### config.mk
export PLATFORM = sky130hd
export DESIGN_NAME = mac_lane_pe_flat
export DESIGN_NICKNAME = d
export VERILOG_FILES = /design/src/rtl/mac_lane_pe_if.sv /design/src/rtl/mac_lane_pe.sv /design/src/flat_wrapper.sv
export SDC_FILE = /design/constraint.sdc
export NUM_CORES = 1
export LEC_CHECK = 0
export CAP_MARGIN = 40
export CORE_MARGIN = 2
export CORE_UTILIZATION = 56
export CTS_CLUSTER_SIZE = 20
export DETAILED_ROUTE_END_ITERATION = 10
export DONT_BUFFER_PORTS = 1
export PLACE_DENSITY = 0.74
export SYNTH_ARGS = -nofsm -noshare
export SYNTH_HDL_FRONTEND = slang
export SYNTH_SLANG_ARGS = --single-unit
### constraint.sdc
create_clock -name clk -period 5.5 [get_ports clk]
set_input_delay 0.825 -clock clk [delete_from_list [all_inputs] [get_ports clk]]
set_output_delay 0.825 -clock clk [all_outputs]
set_load 0.02 [all_outputs]
### src/rtl/mac_lane_pe_if.sv
// mac_lane_pe_if
//   Bundles the data/control bus of one mac_lane_pe array node.
//   master modport: the side that drives operands and requests (array
//   controller or neighbouring node); slave modport: the PE itself.
//
//   Request side (master -> slave):
//     valid_ctrl [NUM_LANES]        per-lane valid, any bit requests a MAC
//     a_in       [NUM_LANES*DATA_W] packed signed activations, lane k at k*DATA_W
//     weight     [DATA_W]           signed weight
//     acc_sel    [SEL_W]            target accumulator
//     clear                         zero accumulators, flush pipeline
//     rd_en / rd_sel                accumulator read request
//   Response side (slave -> master):
//     a_out / valid_ctrl_out        one-cycle pass-through of a_in / valid_ctrl
//     acc_out / valid_out           updated accumulator value and its strobe
//     rd_data / rd_valid            read-port data and its strobe
//     sat_flag                      sticky overflow indicator
interface mac_lane_pe_if #(
  parameter int DATA_W    = 8,
  parameter int ACC_W     = 16,
  parameter int NUM_LANES = 3,
  parameter int NUM_ACC   = 8,
  parameter int SEL_W     = $clog2(NUM_ACC)
) ();

  logic [NUM_LANES-1:0]        valid_ctrl;
  logic [NUM_LANES*DATA_W-1:0] a_in;
  logic [DATA_W-1:0]           weight;
  logic [SEL_W-1:0]            acc_sel;
  logic                        clear;
  logic                        rd_en;
  logic [SEL_W-1:0]            rd_sel;

  logic [NUM_LANES*DATA_W-1:0] a_out;
  logic [NUM_LANES-1:0]        valid_ctrl_out;
  logic [ACC_W-1:0]            acc_out;
  logic                        valid_out;
  logic [ACC_W-1:0]            rd_data;
  logic                        rd_valid;
  logic                        sat_flag;

  modport master (
    output valid_ctrl, a_in, weight, acc_sel, clear, rd_en, rd_sel,
    input  a_out, valid_ctrl_out, acc_out, valid_out, rd_data, rd_valid, sat_flag
  );

  modport slave (
    input  valid_ctrl, a_in, weight, acc_sel, clear, rd_en, rd_sel,
    output a_out, valid_ctrl_out, acc_out, valid_out, rd_data, rd_valid, sat_flag
  );

endinterface

### src/rtl/mac_lane_pe.sv
// mac_lane_pe
//   Multiply-accumulate processing element for one systolic array node.
//   The lowest-indexed valid lane is multiplied by the weight (stage 1) and
//   added into the selected accumulator (stage 2): 2-cycle latency, one MAC
//   per cycle. An independent read port returns any accumulator one cycle
//   after the request; activations and lane valids are passed right with
//   one cycle of delay.
//
//   Ports:
//     clk    sole clock, rising edge
//     rst_n  synchronous active-low reset (clears everything)
//     bus    mac_lane_pe_if.slave (operands, clear, read port, results)
//
//   Build option:
//     MAC_SAT_EN  defined   -> accumulation saturates to the ACC_W signed
//                              range and sat_flag records any clamp
//                 undefined -> accumulation wraps, sat_flag is tied to 0
module mac_lane_pe #(
  parameter int DATA_W    = 8,
  parameter int ACC_W     = 16,
  parameter int NUM_LANES = 3,
  parameter int NUM_ACC   = 8,
  parameter int SEL_W     = $clog2(NUM_ACC)
) (
  input  logic           clk,
  input  logic           rst_n,
  mac_lane_pe_if.slave   bus
);

  localparam int PROD_W = 2 * DATA_W;

  // ---------------------------------------------------------------------
  // Lane select: lowest-indexed valid lane wins
  // ---------------------------------------------------------------------
  logic [DATA_W-1:0] lane_val [NUM_LANES];

  genvar gi;
  generate
    for (gi = 0; gi < NUM_LANES; gi++) begin : g_lane
      assign lane_val[gi] = bus.a_in[gi*DATA_W +: DATA_W];
    end
  endgenerate

  logic [DATA_W-1:0] lane_pick;

  // Scan from the top lane down so the lowest set bit overrides last.
  always_comb begin
    lane_pick = '0;
    for (int k = NUM_LANES - 1; k >= 0; k--) begin
      if (bus.valid_ctrl[k]) begin
        lane_pick = lane_val[k];
      end
    end
  end

  // Both operands sign-extended to the product width; the low PROD_W bits
  // of the full-width multiply are then the exact signed product.
  logic [PROD_W-1:0] lane_ext;
  logic [PROD_W-1:0] weight_ext;

  assign lane_ext   = {{DATA_W{lane_pick[DATA_W-1]}}, lane_pick};
  assign weight_ext = {{DATA_W{bus.weight[DATA_W-1]}}, bus.weight};

  // ---------------------------------------------------------------------
  // Stage 1: product, target index, issue bit
  // ---------------------------------------------------------------------
  logic              issue1_q, issue1_d;
  logic [PROD_W-1:0] prod1_q,  prod1_d;
  logic [SEL_W-1:0]  sel1_q,   sel1_d;

  always_comb begin
    // An op presented together with clear is dropped.
    issue1_d = (|bus.valid_ctrl) && !bus.clear;
    prod1_d  = lane_ext * weight_ext;
    sel1_d   = bus.acc_sel;
  end

  // ---------------------------------------------------------------------
  // Stage 2: accumulate
  // ---------------------------------------------------------------------
  logic [ACC_W-1:0] acc_q [NUM_ACC];
  logic [ACC_W-1:0] acc_d [NUM_ACC];
  logic [ACC_W-1:0] acc_cur;
  logic [ACC_W-1:0] prod_ext;
  logic [ACC_W-1:0] sum;

  generate
    if (ACC_W > PROD_W) begin : g_prod_sext
      assign prod_ext = {{(ACC_W-PROD_W){prod1_q[PROD_W-1]}}, prod1_q};
    end else begin : g_prod_same
      assign prod_ext = prod1_q;
    end
  endgenerate

  // The previous op has already committed to acc_q, so back-to-back MACs
  // to the same accumulator read a current value without forwarding.
  assign acc_cur = acc_q[sel1_q];

`ifdef MAC_SAT_EN
  localparam logic [ACC_W-1:0] ACC_MAX = {1'b0, {(ACC_W-1){1'b1}}};
  localparam logic [ACC_W-1:0] ACC_MIN = {1'b1, {(ACC_W-1){1'b0}}};

  logic [ACC_W:0] sum_wide;
  logic           ovf;

  // One guard bit: the two top bits of the sum disagree exactly on overflow,
  // and the guard bit gives the true sign for the clamp direction.
  always_comb begin
    sum_wide = {acc_cur[ACC_W-1], acc_cur} + {prod_ext[ACC_W-1], prod_ext};
    ovf      = sum_wide[ACC_W] ^ sum_wide[ACC_W-1];
    if (!ovf) begin
      sum = sum_wide[ACC_W-1:0];
    end else if (sum_wide[ACC_W]) begin
      sum = ACC_MIN;
    end else begin
      sum = ACC_MAX;
    end
  end
`else
  assign sum = acc_cur + prod_ext;
`endif

  // ---------------------------------------------------------------------
  // Output, read-port and pass-through registers
  // ---------------------------------------------------------------------
  logic [ACC_W-1:0]            acc_out_q,        acc_out_d;
  logic                        valid_out_q,      valid_out_d;
  logic [ACC_W-1:0]            rd_data_q,        rd_data_d;
  logic                        rd_valid_q,       rd_valid_d;
  logic [NUM_LANES*DATA_W-1:0] a_out_q,          a_out_d;
  logic [NUM_LANES-1:0]        valid_ctrl_out_q, valid_ctrl_out_d;
`ifdef MAC_SAT_EN
  logic                        sat_flag_q,       sat_flag_d;
`endif

  always_comb begin
    acc_d       = acc_q;
    acc_out_d   = acc_out_q;
    valid_out_d = 1'b0;
`ifdef MAC_SAT_EN
    sat_flag_d  = sat_flag_q;
`endif

    // clear beats the in-flight stage-2 op, which is simply discarded.
    if (bus.clear) begin
      for (int k = 0; k < NUM_ACC; k++) begin
        acc_d[k] = '0;
      end
      acc_out_d  = '0;
`ifdef MAC_SAT_EN
      sat_flag_d = 1'b0;
`endif
    end else if (issue1_q) begin
      acc_d[sel1_q] = sum;
      acc_out_d     = sum;
      valid_out_d   = 1'b1;
`ifdef MAC_SAT_EN
      if (ovf) begin
        sat_flag_d = 1'b1;
      end
`endif
    end

    // Reads see the pre-edge accumulator, so a same-edge stage-2 write is
    // not visible; a read alongside clear returns the cleared value.
    rd_valid_d = bus.rd_en;
    rd_data_d  = rd_data_q;
    if (bus.rd_en) begin
      rd_data_d = bus.clear ? '0 : acc_q[bus.rd_sel];
    end

    a_out_d          = bus.a_in;
    valid_ctrl_out_d = bus.valid_ctrl;
  end

  generate
    for (gi = 0; gi < NUM_ACC; gi++) begin : g_acc
      always_ff @(posedge clk) begin
        if (!rst_n) begin
          acc_q[gi] <= '0;
        end else begin
          acc_q[gi] <= acc_d[gi];
        end
      end
    end
  endgenerate

  always_ff @(posedge clk) begin
    if (!rst_n) begin
      issue1_q         <= 1'b0;
      prod1_q          <= '0;
      sel1_q           <= '0;
      acc_out_q        <= '0;
      valid_out_q      <= 1'b0;
      rd_data_q        <= '0;
      rd_valid_q       <= 1'b0;
      a_out_q          <= '0;
      valid_ctrl_out_q <= '0;
`ifdef MAC_SAT_EN
      sat_flag_q       <= 1'b0;
`endif
    end else begin
      issue1_q         <= issue1_d;
      prod1_q          <= prod1_d;
      sel1_q           <= sel1_d;
      acc_out_q        <= acc_out_d;
      valid_out_q      <= valid_out_d;
      rd_data_q        <= rd_data_d;
      rd_valid_q       <= rd_valid_d;
      a_out_q          <= a_out_d;
      valid_ctrl_out_q <= valid_ctrl_out_d;
`ifdef MAC_SAT_EN
      sat_flag_q       <= sat_flag_d;
`endif
    end
  end

  assign bus.acc_out        = acc_out_q;
  assign bus.valid_out      = valid_out_q;
  assign bus.rd_data        = rd_data_q;
  assign bus.rd_valid       = rd_valid_q;
  assign bus.a_out          = a_out_q;
  assign bus.valid_ctrl_out = valid_ctrl_out_q;
`ifdef MAC_SAT_EN
  assign bus.sat_flag       = sat_flag_q;
`else
  assign bus.sat_flag       = 1'b0;
`endif

endmodule

### src/flat_wrapper.sv
// flat-port wrapper written by rule: the top's interface ports become plain ports
module mac_lane_pe_flat 
#(
  parameter int DATA_W    = 8,
  parameter int ACC_W     = 16,
  parameter int NUM_LANES = 3,
  parameter int NUM_ACC   = 8,
  parameter int SEL_W     = $clog2(NUM_ACC)
)
  (clk, rst_n, bus_valid_ctrl, bus_a_in, bus_weight, bus_acc_sel, bus_clear, bus_rd_en, bus_rd_sel, bus_a_out, bus_valid_ctrl_out, bus_acc_out, bus_valid_out, bus_rd_data, bus_rd_valid, bus_sat_flag);
  mac_lane_pe_if #(.DATA_W(DATA_W), .ACC_W(ACC_W), .NUM_LANES(NUM_LANES), .NUM_ACC(NUM_ACC), .SEL_W(SEL_W)) bus_i ();
  input  logic clk;
  input  logic rst_n;
  input wire logic [$bits(bus_i.valid_ctrl)-1:0] bus_valid_ctrl;
  input wire logic [$bits(bus_i.a_in)-1:0] bus_a_in;
  input wire logic [$bits(bus_i.weight)-1:0] bus_weight;
  input wire logic [$bits(bus_i.acc_sel)-1:0] bus_acc_sel;
  input wire logic [$bits(bus_i.clear)-1:0] bus_clear;
  input wire logic [$bits(bus_i.rd_en)-1:0] bus_rd_en;
  input wire logic [$bits(bus_i.rd_sel)-1:0] bus_rd_sel;
  output wire logic [$bits(bus_i.a_out)-1:0] bus_a_out;
  output wire logic [$bits(bus_i.valid_ctrl_out)-1:0] bus_valid_ctrl_out;
  output wire logic [$bits(bus_i.acc_out)-1:0] bus_acc_out;
  output wire logic [$bits(bus_i.valid_out)-1:0] bus_valid_out;
  output wire logic [$bits(bus_i.rd_data)-1:0] bus_rd_data;
  output wire logic [$bits(bus_i.rd_valid)-1:0] bus_rd_valid;
  output wire logic [$bits(bus_i.sat_flag)-1:0] bus_sat_flag;
  assign bus_i.valid_ctrl = bus_valid_ctrl;
  assign bus_i.a_in = bus_a_in;
  assign bus_i.weight = bus_weight;
  assign bus_i.acc_sel = bus_acc_sel;
  assign bus_i.clear = bus_clear;
  assign bus_i.rd_en = bus_rd_en;
  assign bus_i.rd_sel = bus_rd_sel;
  assign bus_a_out = bus_i.a_out;
  assign bus_valid_ctrl_out = bus_i.valid_ctrl_out;
  assign bus_acc_out = bus_i.acc_out;
  assign bus_valid_out = bus_i.valid_out;
  assign bus_rd_data = bus_i.rd_data;
  assign bus_rd_valid = bus_i.rd_valid;
  assign bus_sat_flag = bus_i.sat_flag;
  mac_lane_pe #(.DATA_W(DATA_W), .ACC_W(ACC_W), .NUM_LANES(NUM_LANES), .NUM_ACC(NUM_ACC), .SEL_W(SEL_W)) u_core (.clk(clk), .rst_n(rst_n), .bus(bus_i));
endmodule
# ---- Word level (Yosys, flattened, before mapping)
# Index checks and enable logic that the tools add are counted.
dict set report totals {
  n_memories 0
  latch_bits 0
  reg_bits 209
  out_inout_bits 62
  elab_cells 44
  input_bits 45
  mem_bits_rw 0
  romBits 0
}
dict set report op_classes {
  reduce_logical 5
  n_eq_ne 0
  n_div 0
  mul 1
  n_lt_le_gt_ge 3
  bitwise 3
  addsub 1
  n_shift 0
  n_mux 14
}
# cell n
set op_table {}
lappend op_table {{128-bit bitwise mux} 1}
lappend op_table {{16-bit binary-select mux with 3-bit select} 2}
lappend op_table {{16-bit 2-to-1 mux} 6}
lappend op_table {{16-bit demux with 3-bit select} 1}
lappend op_table {{8-bit 2-to-1 mux} 3}
lappend op_table {{16-bit adder} 1}
lappend op_table {{8-bit by 8-bit multiplier with 16-bit output} 1}
lappend op_table {{4-bit greater-or-equal comparator, second input constant} 2}
lappend op_table {{3-bit inverter with 4-bit output} 2}
lappend op_table {{4-bit by 1-bit less-than comparator with 1-bit output, second input constant} 1}
lappend op_table {{3-bit OR reduction} 1}
lappend op_table {{1-bit logical AND} 2}
lappend op_table {{2-bit OR reduction} 1}
lappend op_table {{1-bit zero test} 1}
lappend op_table {{1-bit 2-to-1 mux} 1}
lappend op_table {{1-bit inverter} 1}

# ---- Longest topological paths before layout
# Gate-level depths: netlist (run 1).
dict set report depth {
  ltp_word 6
  depth_mapped 20
  mapped_depth_nobuf 20
}

# ---- Worst setup path before layout (run 1)
# OpenSTA, ideal clock, no wires.
dict set report synth_timing {
  path_type {input port to flip-flop}
  from {input port bus_valid_ctrl[0]}
  to {register u_core.prod1_q[13]}
  setup_slack_ps 245
  path_stages 18
  path_buffers 2
  arrival_time_ps 5140
  required_ps 5385
  setup_ps 115
  cell_sequence {clkbuf_1 > clkbuf_1 > o21ai_1 > and2_1 > fa_1 > inv_1 > fa_1 > inv_1 > fa_1 > inv_1 > fa_1 > inv_1 > ha_1 > or4_1 > o22ai_1 > o21ai_0 > xor2_1 > and2_1}
}
dict set report synth_via {
  elab_chain_len 2
}
# element line_no
set synth_lines {}
lappend synth_lines {{start: declaration} flat_wrapper.sv:14} ;# input wire logic [$bits(bus_i.valid_ctrl)-1:0] bus_valid_ctrl;
lappend synth_lines {{8-bit 2-to-1 mux} mac_lane_pe.sv:50} ;# if (bus.valid_ctrl[k]) begin
lappend synth_lines {{8-bit by 8-bit multiplier with 16-bit output} mac_lane_pe.sv:74} ;# prod1_d = lane_ext * weight_ext;
lappend synth_lines {{end signal: assignment} mac_lane_pe.sv:204} ;# prod1_q <= prod1_d;
lappend synth_lines {{end: declaration} mac_lane_pe.sv:68} ;# logic [PROD_W-1:0] prod1_q, prod1_d;
# No other way between the ends.
# A chain may end at the register's enable or synchronous reset.

# ---- Worst setup path after layout (run 1)
dict set report layout_timing {
  from {input port bus_valid_ctrl[2]}
  to {register u_core.prod1_q[15]}
}
dict set report layout_via {
  elab_chain_len 4
}
# element line_no
set layout_lines {}
lappend layout_lines {{8-bit 2-to-1 mux (3 in series)} mac_lane_pe.sv:50}
lappend layout_lines {{8-bit by 8-bit multiplier with 16-bit output} mac_lane_pe.sv:74}
# No other way between the ends.

==> flow_summary_export.csv, run 1 <==
group,metric,value,unit
outcome,run_status,"finished, final reports clean",
power_and_ir_drop,leakagePower,5.19,nW
final_layout,fillerInstances,1878,
clocking,ctsHoldBuffers,0,
power_and_ir_drop,power.share.clock,32.7,%
power_and_ir_drop,p_per_area,346,mW/mm²
clocking,cts.sinks,209,
sta,max_freq,206,MHz
final_layout,num-nets-final,1528,
sta,tns,0,ns
sta,finalMaxSlewViolations,0,
yosys,synth-adder-area-share,13.3,%
placement,numPortBuffers,0,
route,via_per_inst,6.20,
power_and_ir_drop,p_sw_share,33.6,%
yosys,ys_ff_latch,209,
power_and_ir_drop,ir_drop,243,µV
critical_path,critPathArrivalTime,5.27,ns
sta,finalHoldViolCount,0,
min_path,min_path_type,"input pin to flop",
clocking,cts_made_buffers,23,
global_route,antenna_found_initial,0,
clocking,clk_pin_slew,0.06,ns
die,rows,54,
placement,dp_hpwl,24100,µm
sta,rsz0062_at_grt,"false",
clocking,cts_tree,"yes",
yosys,synth_edf_count,0,
power_and_ir_drop,intPower,3.13,mW
sta,maxSlewHeadroom,37.8,%
die,floorplan.core_area,0.0219,mm²
yosys,synth.distinct_cells,58,
die,die_w,154,µm
final_layout,final_util,62.2,%
placement,gp_congestion,0.955,
critical_path,cp-end-kind,"flop",
die,die-area,0.0236,mm²
critical_path,required,5.92,ns
critical_path,start_kind,"input pin",
route,wire_per_inst,21.0,µm
yosys,synth_compound_area_share,14.9,%
final_layout,drive_above_1_share,10.4,%
yosys,muxShareOfSynthArea,11.5,%
die,initial_core_util,57.3,%
route,drt_iter0_drc,1104,
yosys,synthXorXnorAreaFrac,1.39,%
sta,finalWorstSetupSlack,0.641,ns
power_and_ir_drop,combPwrFrac,32.5,%
global_route,grt_pass1_wl,55800,µm
die,die_y,154,µm
route,route.detailed.drc,0,
clocking,post_cts_buffers,0,
route,drtAntennaViolNets,0,
sta,finalCritPeriodShare,88.3,%
yosys,synthFlopType,"dfxtp_1",
yosys,synthTopCellsByArea,"dfxtp_1 (33%), fa_1 (8.9%), mux4_2 (6.1%), and2_1 (5.0%), nand2_1 (4.9%)",
yosys,synthArstFlopShare,0,%
clocking,cts_buffer_depth,3,
sta,setup_violations,0,
sta,period_needed,4.86,ns
run,cap_violations,0,
clocking,clk_latency,0.52,ns
global_route,grt_usage,29.6,%
die,boundaryPins,107,
route,drtPass1Iterations,5,
yosys,synth_fp_nets,1565,
route,routed_wl,35300,µm
clocking,htreeDepth,1,
yosys,yosys.area.top_type,"dfxtp_1",
route,vias,10400,
yosys,synth_top_family_by_area,"simple AND/OR/NAND/NOR gates",
global_route,grt_pass1_vias,10300,
power_and_ir_drop,power.switching,1.58,mW
yosys,synth_top_area_share,33.3,%
global_route,grt_start_max_net_pins,68,
critical_path,path_max_fanout,8,
yosys,syn_avg_cell_area,8.84,µm²
final_layout,area_growth,8.48,%
global_route,grt-ovfl-total,0,
placement,pre_cts_ws,0.114,ns
clocking,cts_root_buf,"clkbuf_16",
critical_path,rrSetupSlack,1.36,ns
yosys,syn_area,0.0125,mm²
yosys,syn_inst,1420,
sta,fin_worst_skew,0.0123,ns
final_layout,diodes,0,
critical_path,worstSetupPathType,"input pin to flop",
sta,worst_pin_slew,0.930,ns
power_and_ir_drop,pwr-share-seq,34.9,%
yosys,ys_seq_area_share,33.3,%
yosys,synthSimpleGateAreaFrac,19.2,%
yosys,ys_warn_count,0,
clocking,cts_resized,0,
==> cells in the mapped netlist, types with 8 or more instances <==
master	n
dfxtp_1	209
nand2_1	164
inv_1	106
and2_1	100
a21oi_1	90
nor2_1	80
clkbuf_1	79
nand3_1	74
fa_1	56
o21ai_0	53
ha_1	44
mux2i_1	42
a211oi_1	38
mux4_2	34
mux2_2	23
o22ai_1	23
a22oi_1	22
xnor2_1	14
and3_1	13
nor3b_1	12
nand2b_1	11
nand4_1	11
a221oi_1	10
buf_1	10
buf_2	10
o21a_1	10
nor2b_1	8
o311ai_0	8
==> power groups by stage <==
stage	logic [mW]	registers (mW)	clock network (mW)
6_report	1.53	1.64	1.54
2_1_floorplan	1.17	1.65	0
3_3_place_gp	1.44	1.67	0
3_5_place_dp	1.51	1.67	0
4_1_cts	1.52	1.64	1.55
5_1_grt	1.72	1.65	1.61
==> cells by family (layout without fill, tap and decap cells) <==
kind of cell    after synthesis  count (layout)
compound gates              292             292
buf+inv                     206             184
fa+ha+maj                   100             100
flops                       209             209
simple gates                494             494
xor+xnor                     19              19
other cells                   1               1
mux                          99              99
==> sequential cells by signal, summed over array words and instances (netlist names) <==
register	cells
u_core.sel1_q	3
u_core.acc_q	128
u_core.bus.valid_out	1
u_core.bus.a_out	24
u_core.bus.valid_ctrl_out	3
u_core.issue1_q	1
u_core.bus.acc_out	16
u_core.bus.rd_valid	1
u_core.prod1_q	16
u_core.bus.rd_data	16
==> area by class of cell <==
class | count | area, µm² | share of cell area (%)
Multi-Input combinational cell | 1005 | 7600 | 55.8
Sequential cell | 209 | 4190 | 30.8
Clock buffer | 36 | 704 | 5.17
Inverter | 106 | 398 | 2.92
Tap cell | 280 | 350 | 2.57
Timing Repair Buffer | 38 | 325 | 2.39
Clock inverter | 4 | 48.8 | 0.358
==> placed cells by master, fill, tap and decap left out, types with 11 or more instances in the layout <==
cell       synthesis  final
ha_1              44     44
a22oi_1           22     22
and2_1           100    100
nand2_1          164    164
clkbuf_16          0     23
a211oi_1          38     38
mux2i_1           42     42
fa_1              56     56
nor2_1            80     80
buf_4              1     36
nand3_1           74     74
xnor2_1           14     14
dfxtp_1          209    207
nor3b_1           12     12
o22ai_1           23     23
a21oi_1           90     90
nand4_1           11     11
and3_1            13     13
o21ai_0           53     53
inv_1            106    106
mux2_2            23     23
mux4_2            34     34
==> routing by layer <==
metal	vias to the layer above	part of all wire, %	GRT usage [%]
met1	4928	40	38.1
li1	4853	-	-
met5	-	0	0
met4	0	4.3	12.4
met2	515	46	48.0
met3	110	10	6.85
==> critical path: stages <==
cell and delay, ns:
nor2b_1 0.11, buf_4 0.15, a22oi_1 0.18, o21ai_1 0.08
buf_4 0.15, and2_1 0.18, fa_1 0.48, inv_1 0.06
fa_1 0.50, inv_1 0.05, fa_1 0.53, inv_1 0.05
fa_1 0.47, inv_1 0.04, ha_1 0.32, nand2_1 0.06
o21ai_0 0.36, o221ai_1 0.23, a21oi_1 0.22, xnor2_1 0.09
and2_1 0.15
==> path summary, 6_finish.rpt <==
kind / from / to / cells after the start
worst max-delay path: bus_valid_ctrl[2] / u_core.prod1_q[15] / 21
worst min-delay path: bus_a_in[18] / u_core.bus.a_out[18] / 1
worst max register to register: u_core.sel1_q[1] / u_core.bus.acc_out[13] / 10
worst min register to register: u_core.acc_q[16] / u_core.acc_q[16] / 2
==> through the flow <==
stage	hold WS (ns)	power [mW]	cells	instance area, µm²
after floorplan	0.443	2.82	1420	12500
after global placement	0.454	3.11	1634	12800
after detailed placement	0.459	3.18	1638	12900
after CTS	0.409	4.71	1678	13600
after global routing	0.415	4.98	1678	13600
final	0.423	4.71	1678	13600
No activity file was read; power rests on OpenSTA's default activity.
==> inputs of run 2 (changes only) <==
==> constraint.sdc (replaced) <==
create_clock -name clk -period 5.5 [get_ports clk]
set_input_delay 1.1 -clock clk [delete_from_list [all_inputs] [get_ports clk]]
set_output_delay 1.1 -clock clk [all_outputs]
set_load 0.02 [all_outputs]
==> run 2 against run 1 <==
Against the previous run:
- global-route usage fell by 0.093 points
- sequential power barely moved
- clock-buffer cell count fell by 6
- worst setup slack got worse by 0.23 ns
- critical path depth fell by 2
- core utilization rose by 1.1 points
- hold slack improved by 0.047 ns
- fmax fell by 4.5%
- register-to-register slack got worse by 0.14 ns
- design area rose by 1.7%
- critical path type unchanged
- critical endpoint is now u_core.prod1_q[14]
- largest cell class unchanged
- largest power group is now the clock network
==> flow_summary_export.csv, run 2 (synthesis gave the netlist of run 1 again) <==
group,metric,value,unit
sta,max_freq,196,MHz
clocking,htreeDepth,1,
placement,dp.cells,1651,
route,drt_iter0_drc,997,
die,rows,54,
sta,tns,0,ns
global_route,grt_pass1_wl,55700,µm
route,wire_per_inst,20.9,µm
route,route.detailed.drc,0,
final_layout,fin_cells,1695,
min_path,hp-start,"u_core.acc_q[4]",
critical_path,start_kind,"input pin",
die,die-area,0.0236,mm²
final_layout,mostFrequentLayoutCells,"dfxtp_1 (207), nand2_1 (164), inv_1 (106), and2_1 (100), a21oi_1 (90)",
clocking,cts.sinks,209,
die,die_y,154,µm
global_route,antenna_found_initial,0,
final_layout,fillerInstances,1796,
min_path,min_path_type,"flop to flop",
route,via_per_inst,6.22,
critical_path,path_max_fanout,7,
sta,finalCritPeriodShare,92.5,%
critical_path,reg2reg_from,"u_core.sel1_q[1]",
critical_path,r2r_cells,10,
placement,gp_congestion,0.919,
clocking,cts_resized,0,
final_layout,num-nets-final,1543,
final_layout,diodes,0,
critical_path,critPathMaxStageDelay,0.49,ns
power_and_ir_drop,leakagePower,5.30,nW
sta,finalHoldViolCount,0,
critical_path,critPathArrivalTime,5.54,ns
power_and_ir_drop,ir_drop,221,µV
route,drtPass1Iterations,5,
sta,maxSlewHeadroom,38.8,%
global_route,grt_start_max_net_pins,88,
critical_path,critPathSlowestCell,"fa_1",
outcome,run_status,"finished, final reports clean",
route,drtAntennaViolNets,0,
sta,fin_worst_skew,0.0154,ns
clocking,cts_made_buffers,24,
placement,dp_hpwl,24800,µm
critical_path,path_cells,"nor2b_1 > a22oi_1 > o21ai_1 > buf_4 > nand2_1 > fa_1 > inv_1 > fa_1 > inv_1 > fa_1 > fa_1 > inv_1 > ha_1 > nor2b_1 > o21a_1 > o21ai_0 > a21oi_1 > o21ai_0 > mux2i_1",
sta,finalMaxSlewViolations,0,
clocking,post_cts_buffers,0,
route,vias,10600,
sta,worst_pin_slew,0.914,ns
sta,setup_violations,0,
min_path,worstHoldPathCells,2,
power_and_ir_drop,p_per_area,361,mW/mm²
sta,period_needed,5.09,ns
critical_path,crit_path_frequent_cell,"fa_1",
critical_path,crit_buf_inv,4,
power_and_ir_drop,total_power,5.00,mW
critical_path,rrSetupSlack,1.22,ns
critical_path,cp-startpoint,"bus_valid_ctrl[2]",
final_layout,largest-register,"u_core.acc_q",
die,boundaryPins,107,
clocking,cts_root_buf,"clkbuf_16",
run,cap_violations,0,
clocking,clk_pin_slew,0.06,ns
die,die_w,154,µm
clocking,cts_buffer_depth,3,
die,initial_core_util,57.3,%
final_layout,area_growth,10.4,%
sta,rsz0062_at_grt,"false",
clocking,ctsHoldBuffers,0,
final_layout,largest_reg_flops,128,
final_layout,drive_above_1_share,11.7,%
critical_path,cp_top_family,"adder cells",
critical_path,r2r_end,"u_core.bus.acc_out[13]",
route,routed_wl,35500,µm
final_layout,final_util,63.3,%
clocking,cts_tree,"yes",
placement,numPortBuffers,0,
critical_path,required,5.95,ns
global_route,grt_usage,29.5,%
global_route,grt_pass1_vias,10300,
critical_path,worstSetupPathType,"input pin to flop",
global_route,grt-ovfl-total,0,
die,floorplan.core_area,0.0219,mm²
min_path,min_to,"u_core.acc_q[4]",
final_layout,final_common_cell,"dfxtp_1",
critical_path,cp-end-kind,"flop",
clocking,clk_latency,0.53,ns
[run 2: changes by cell type in the layout (fill, tap and decap cells not counted), sizes merged]
cell      before  now
clkbuf        36   30
clkinv         2    4
inv          107  106
buf           38   52
clkinvlp       0    4
bufinv         1    5
[run 2: metal layers]
layer / track usage [%] / share of wire (%) / up-vias
met2: 49.1 / 47 / 505
met5: 0 / 0 / -
li1: - / - / 4876
met1: 37.4 / 39 / 5060
met3: 5.47 / 9.1 / 109
met4: 13.2 / 4.4 / 0
[run 2: how the worst max path moves through the flow]
stage | end | cells after the start | slack [ns]
final | u_core.prod1_q[14] | 19 | 0.41
after global routing | u_core.prod1_q[14] | 19 | 0.13
after CTS | u_core.prod1_q[14] | 19 | 0.41
after detailed placement | u_core.prod1_q[13] | 17 | -0.11
after global placement | u_core.prod1_q[13] | 17 | -0.01
after floorplan | u_core.prod1_q[13] | 17 | 0.05
[run 2: per-stage QoR]
| step | worst slack (ns) | cell area [µm²] | hold slack, ns |
|---|---|---|---|
| 2_1_floorplan | 0.0469 | 12600 | 0.443 |
| 3_3_place_gp | -0.0124 | 12900 | 0.455 |
| 3_5_place_dp | -0.113 | 13000 | 0.460 |
| 4_1_cts | 0.408 | 13800 | 0.468 |
| 5_1_grt | 0.129 | 13800 | 0.490 |
| 6_report | 0.410 | 13800 | 0.470 |
[run 2: cell type report]
cell class | instances | area, µm² | area share [%]
clock buffers | 30 | 684 | 4.94
multi-input cells | 1005 | 7600 | 54.9
flip-flops and latches | 209 | 4190 | 30.2
inverters | 106 | 398 | 2.87
repair buffers | 52 | 425 | 3.07
clock inverters | 13 | 204 | 1.47
well taps | 280 | 350 | 2.53
[run 2: power by group]
part	switching [mW]	internal (mW)	total [mW]
registers	0.0603	1.58	1.64
logic	0.905	0.684	1.59
clock network	0.655	1.12	1.77
total	1.62	3.38	5.00
[run 2: worst reg2reg max path: stages (launching register included)]
cell	delay [ns]
dfxtp_2	0.49
nor2_1	0.78
a221oi_1	0.23
o22ai_1	0.42
ha_1	0.37
o21a_1	0.22
a21oi_1	0.35
o41a_1	0.31
and2_1	0.62
nor4b_1	0.13
a211o_1	0.25
==> inputs of run 3 (changes only) <==
- CORE_UTILIZATION: 56 -> 40
- PLACE_DENSITY: 0.74 -> not set
==> run 3 against run 2 <==
Against the previous run:
- die area up 39%
- via count down 2.7%
- first-iteration DRC count down 13%
- flip-flop and latch count unchanged
- worst setup slack worse by 0.033 ns
- global-route usage down 7.4 points
- non-clock buffer count up 5
- critical path depth down 1
- wire length up 3.7%
- critical path type unchanged
- critical endpoint is now u_core.prod1_q[15]
==> flow_summary_export.csv, run 3 (synthesis gave the netlist of run 1 again) <==
group,metric,value,unit
outcome,run_status,"finished, final reports clean",
critical_path,start_kind,"input pin",
power_and_ir_drop,intPower,3.39,mW
sta,fin_worst_skew,0.0101,ns
clocking,cts_root_buf,"clkbuf_16",
sta,maxSlewHeadroom,37.7,%
global_route,grt_usage,22.0,%
final_layout,largest-register,"u_core.acc_q",
power_and_ir_drop,pwr-share-seq,32.9,%
critical_path,r2r_cells,10,
critical_path,rrSetupSlack,1.16,ns
final_layout,num-nets-final,1548,
power_and_ir_drop,power.share.clock,35.3,%
final_layout,multi_input_area,0.00760,mm²
die,die_y,181,µm
route,vias,10300,
critical_path,cp-end-kind,"flop",
clocking,ctsHoldBuffers,0,
global_route,grt_pass1_wl,57300,µm
sta,finalWorstSetupSlack,0.377,ns
global_route,met1_usage,29.3,%
sta,period_needed,5.12,ns
critical_path,cp-startpoint,"bus_valid_ctrl[2]",
critical_path,worstSetupPathType,"input pin to flop",
min_path,min_path_type,"flop to flop",
route,wire_per_inst,20.3,µm
final_layout,drive_above_1_share,12.1,%
final_layout,area_growth,11.5,%
power_and_ir_drop,power.switching,1.61,mW
route,via_per_inst,5.66,
die,initial_core_util,40.8,%
clocking,cts_tree,"yes",
power_and_ir_drop,total_power,5.00,mW
final_layout,seq_area,0.00419,mm²
die,die_w,181,µm
placement,gp_congestion,0.869,
placement,pre_cts_ws,-0.164,ns
clocking,clk_latency,0.53,ns
die,boundaryPins,107,
global_route,grt_util_met2,37.3,%
route,routed_wl,36800,µm
power_and_ir_drop,combPwrFrac,31.9,%
power_and_ir_drop,ir_drop,364,µV
placement,dp_hpwl,25500,µm
global_route,grtUsageMet3,3.31,%
placement,numPortBuffers,0,
clocking,cts.sinks,209,
power_and_ir_drop,p_per_area,357,mW/mm²
critical_path,path_max_fanout,6,
run,cap_violations,0,
power_and_ir_drop,leakagePower,5.32,nW
final_layout,diodes,0,
clocking,cts_buffer_depth,3,
sta,rsz0062_at_grt,"false",
die,die-area,0.0328,mm²
final_layout,fillerInstances,3024,
critical_path,r2r_end,"u_core.bus.acc_out[13]",
sta,setup_violations,0,
route,drt_iter0_drc,868,
final_layout,mostFrequentLayoutCells,"dfxtp_1 (206), nand2_1 (164), inv_1 (106), and2_1 (100), a21oi_1 (90)",
route,drtPass1Iterations,5,
global_route,grt_start_max_net_pins,68,
global_route,busiest_layer,"met2",
global_route,antenna_found_initial,0,
global_route,grt-ovfl-total,0,
sta,finalHoldViolCount,0,
route,drtAntennaViolNets,0,
die,rows,64,
clocking,post_cts_buffers,0,
critical_path,required,5.92,ns
critical_path,critPathArrivalTime,5.55,ns
sta,max_freq,195,MHz
global_route,grt_pass1_vias,9880,
final_layout,fin_cells,1815,
clocking,clk_pin_slew,0.06,ns
critical_path,crit_path_end,"u_core.prod1_q[15]",
clocking,cts_resized,0,
sta,worst_pin_slew,0.931,ns
clocking,htreeDepth,1,
final_layout,final_common_cell,"dfxtp_1",
critical_path,reg2reg_from,"u_core.sel1_q[1]",
die,floorplan.core_area,0.0307,mm²
power_and_ir_drop,p_sw_share,32.2,%
sta,finalMaxSlewViolations,0,
final_layout,largest_reg_flops,128,
placement,dp.cells,1773,
route,route.detailed.drc,0,
sta,finalCritPeriodShare,93.1,%
clocking,cts_made_buffers,24,
## run 3: cell count changes in the layout (fill, tap and decap cells not counted)
cell | before | now
buf_16 | 1 | 0
buf_4 | 49 | 56
buf_8 | 2 | 1
clkinv_2 | 3 | 5
clkinv_4 | 1 | 0
clkinvlp_4 | 4 | 2
dfxtp_1 | 207 | 206
dfxtp_2 | 2 | 3
## run 3: layer usage
layer  wire [µm]  share of wire, %
met5           0                 0
met4         771               2.1
met3        2590               7.0
met2       17400                47
met1       16000                44
## run 3: worst min-delay path by stage
stage	from	to	slack [ns]	depth (start not counted)
floorplan	u_core.acc_q[2]	u_core.acc_q[2]	0.44	2
global placement	u_core.acc_q[58]	u_core.acc_q[58]	0.45	2
detailed placement	u_core.acc_q[37]	u_core.acc_q[37]	0.46	2
CTS	u_core.acc_q[37]	u_core.acc_q[37]	0.47	2
global route	u_core.acc_q[34]	u_core.acc_q[34]	0.49	2
finish	u_core.acc_q[37]	u_core.acc_q[37]	0.47	2
## run 3: cell type report
cell class              instances  area share (%)
clock buffers                  30            4.89
clock inverters                12            1.36
inverters                     106            2.84
multi-input cells            1005            54.3
flip-flops and latches        209            29.9
well taps                     396            3.54
repair buffers                 57            3.11
## run 3: worst max-delay path, cell delays in order
cell and delay (ns):
nor2b_1 0.35, buf_4 0.20, a22oi_1 0.07, o21ai_1 0.26, nand2_1 0.13, fa_1 0.50, fa_1 0.49, inv_1 0.05
fa_1 0.47, inv_1 0.05, fa_1 0.47, inv_1 0.04, ha_1 0.18, or4_1 0.54, o221ai_1 0.24, a21oi_1 0.13
xnor2_1 0.13, and2_1 0.15
## run 3: power groups by stage
stage	Clock, mW	Sequential [mW]	Combinational, mW
2_1_floorplan	0	1.65	1.17
3_3_place_gp	0	1.68	1.56
3_5_place_dp	0	1.68	1.59
4_1_cts	1.79	1.64	1.60
5_1_grt	1.84	1.65	1.80
6_report	1.76	1.64	1.59
## run 3: stage by stage
stage | setup TNS (ns) | hold WS [ns] | area, µm² | utilization, %
final | 0 | 0.468 | 14000 | 45.5
after global routing | 0 | 0.488 | 14000 | 45.5
after CTS | 0 | 0.468 | 14000 | 45.5
after detailed placement | -0.453 | 0.460 | 13100 | 42.7
after global placement | -0.204 | 0.451 | 13100 | 42.5
after floorplan | 0 | 0.443 | 12600 | -
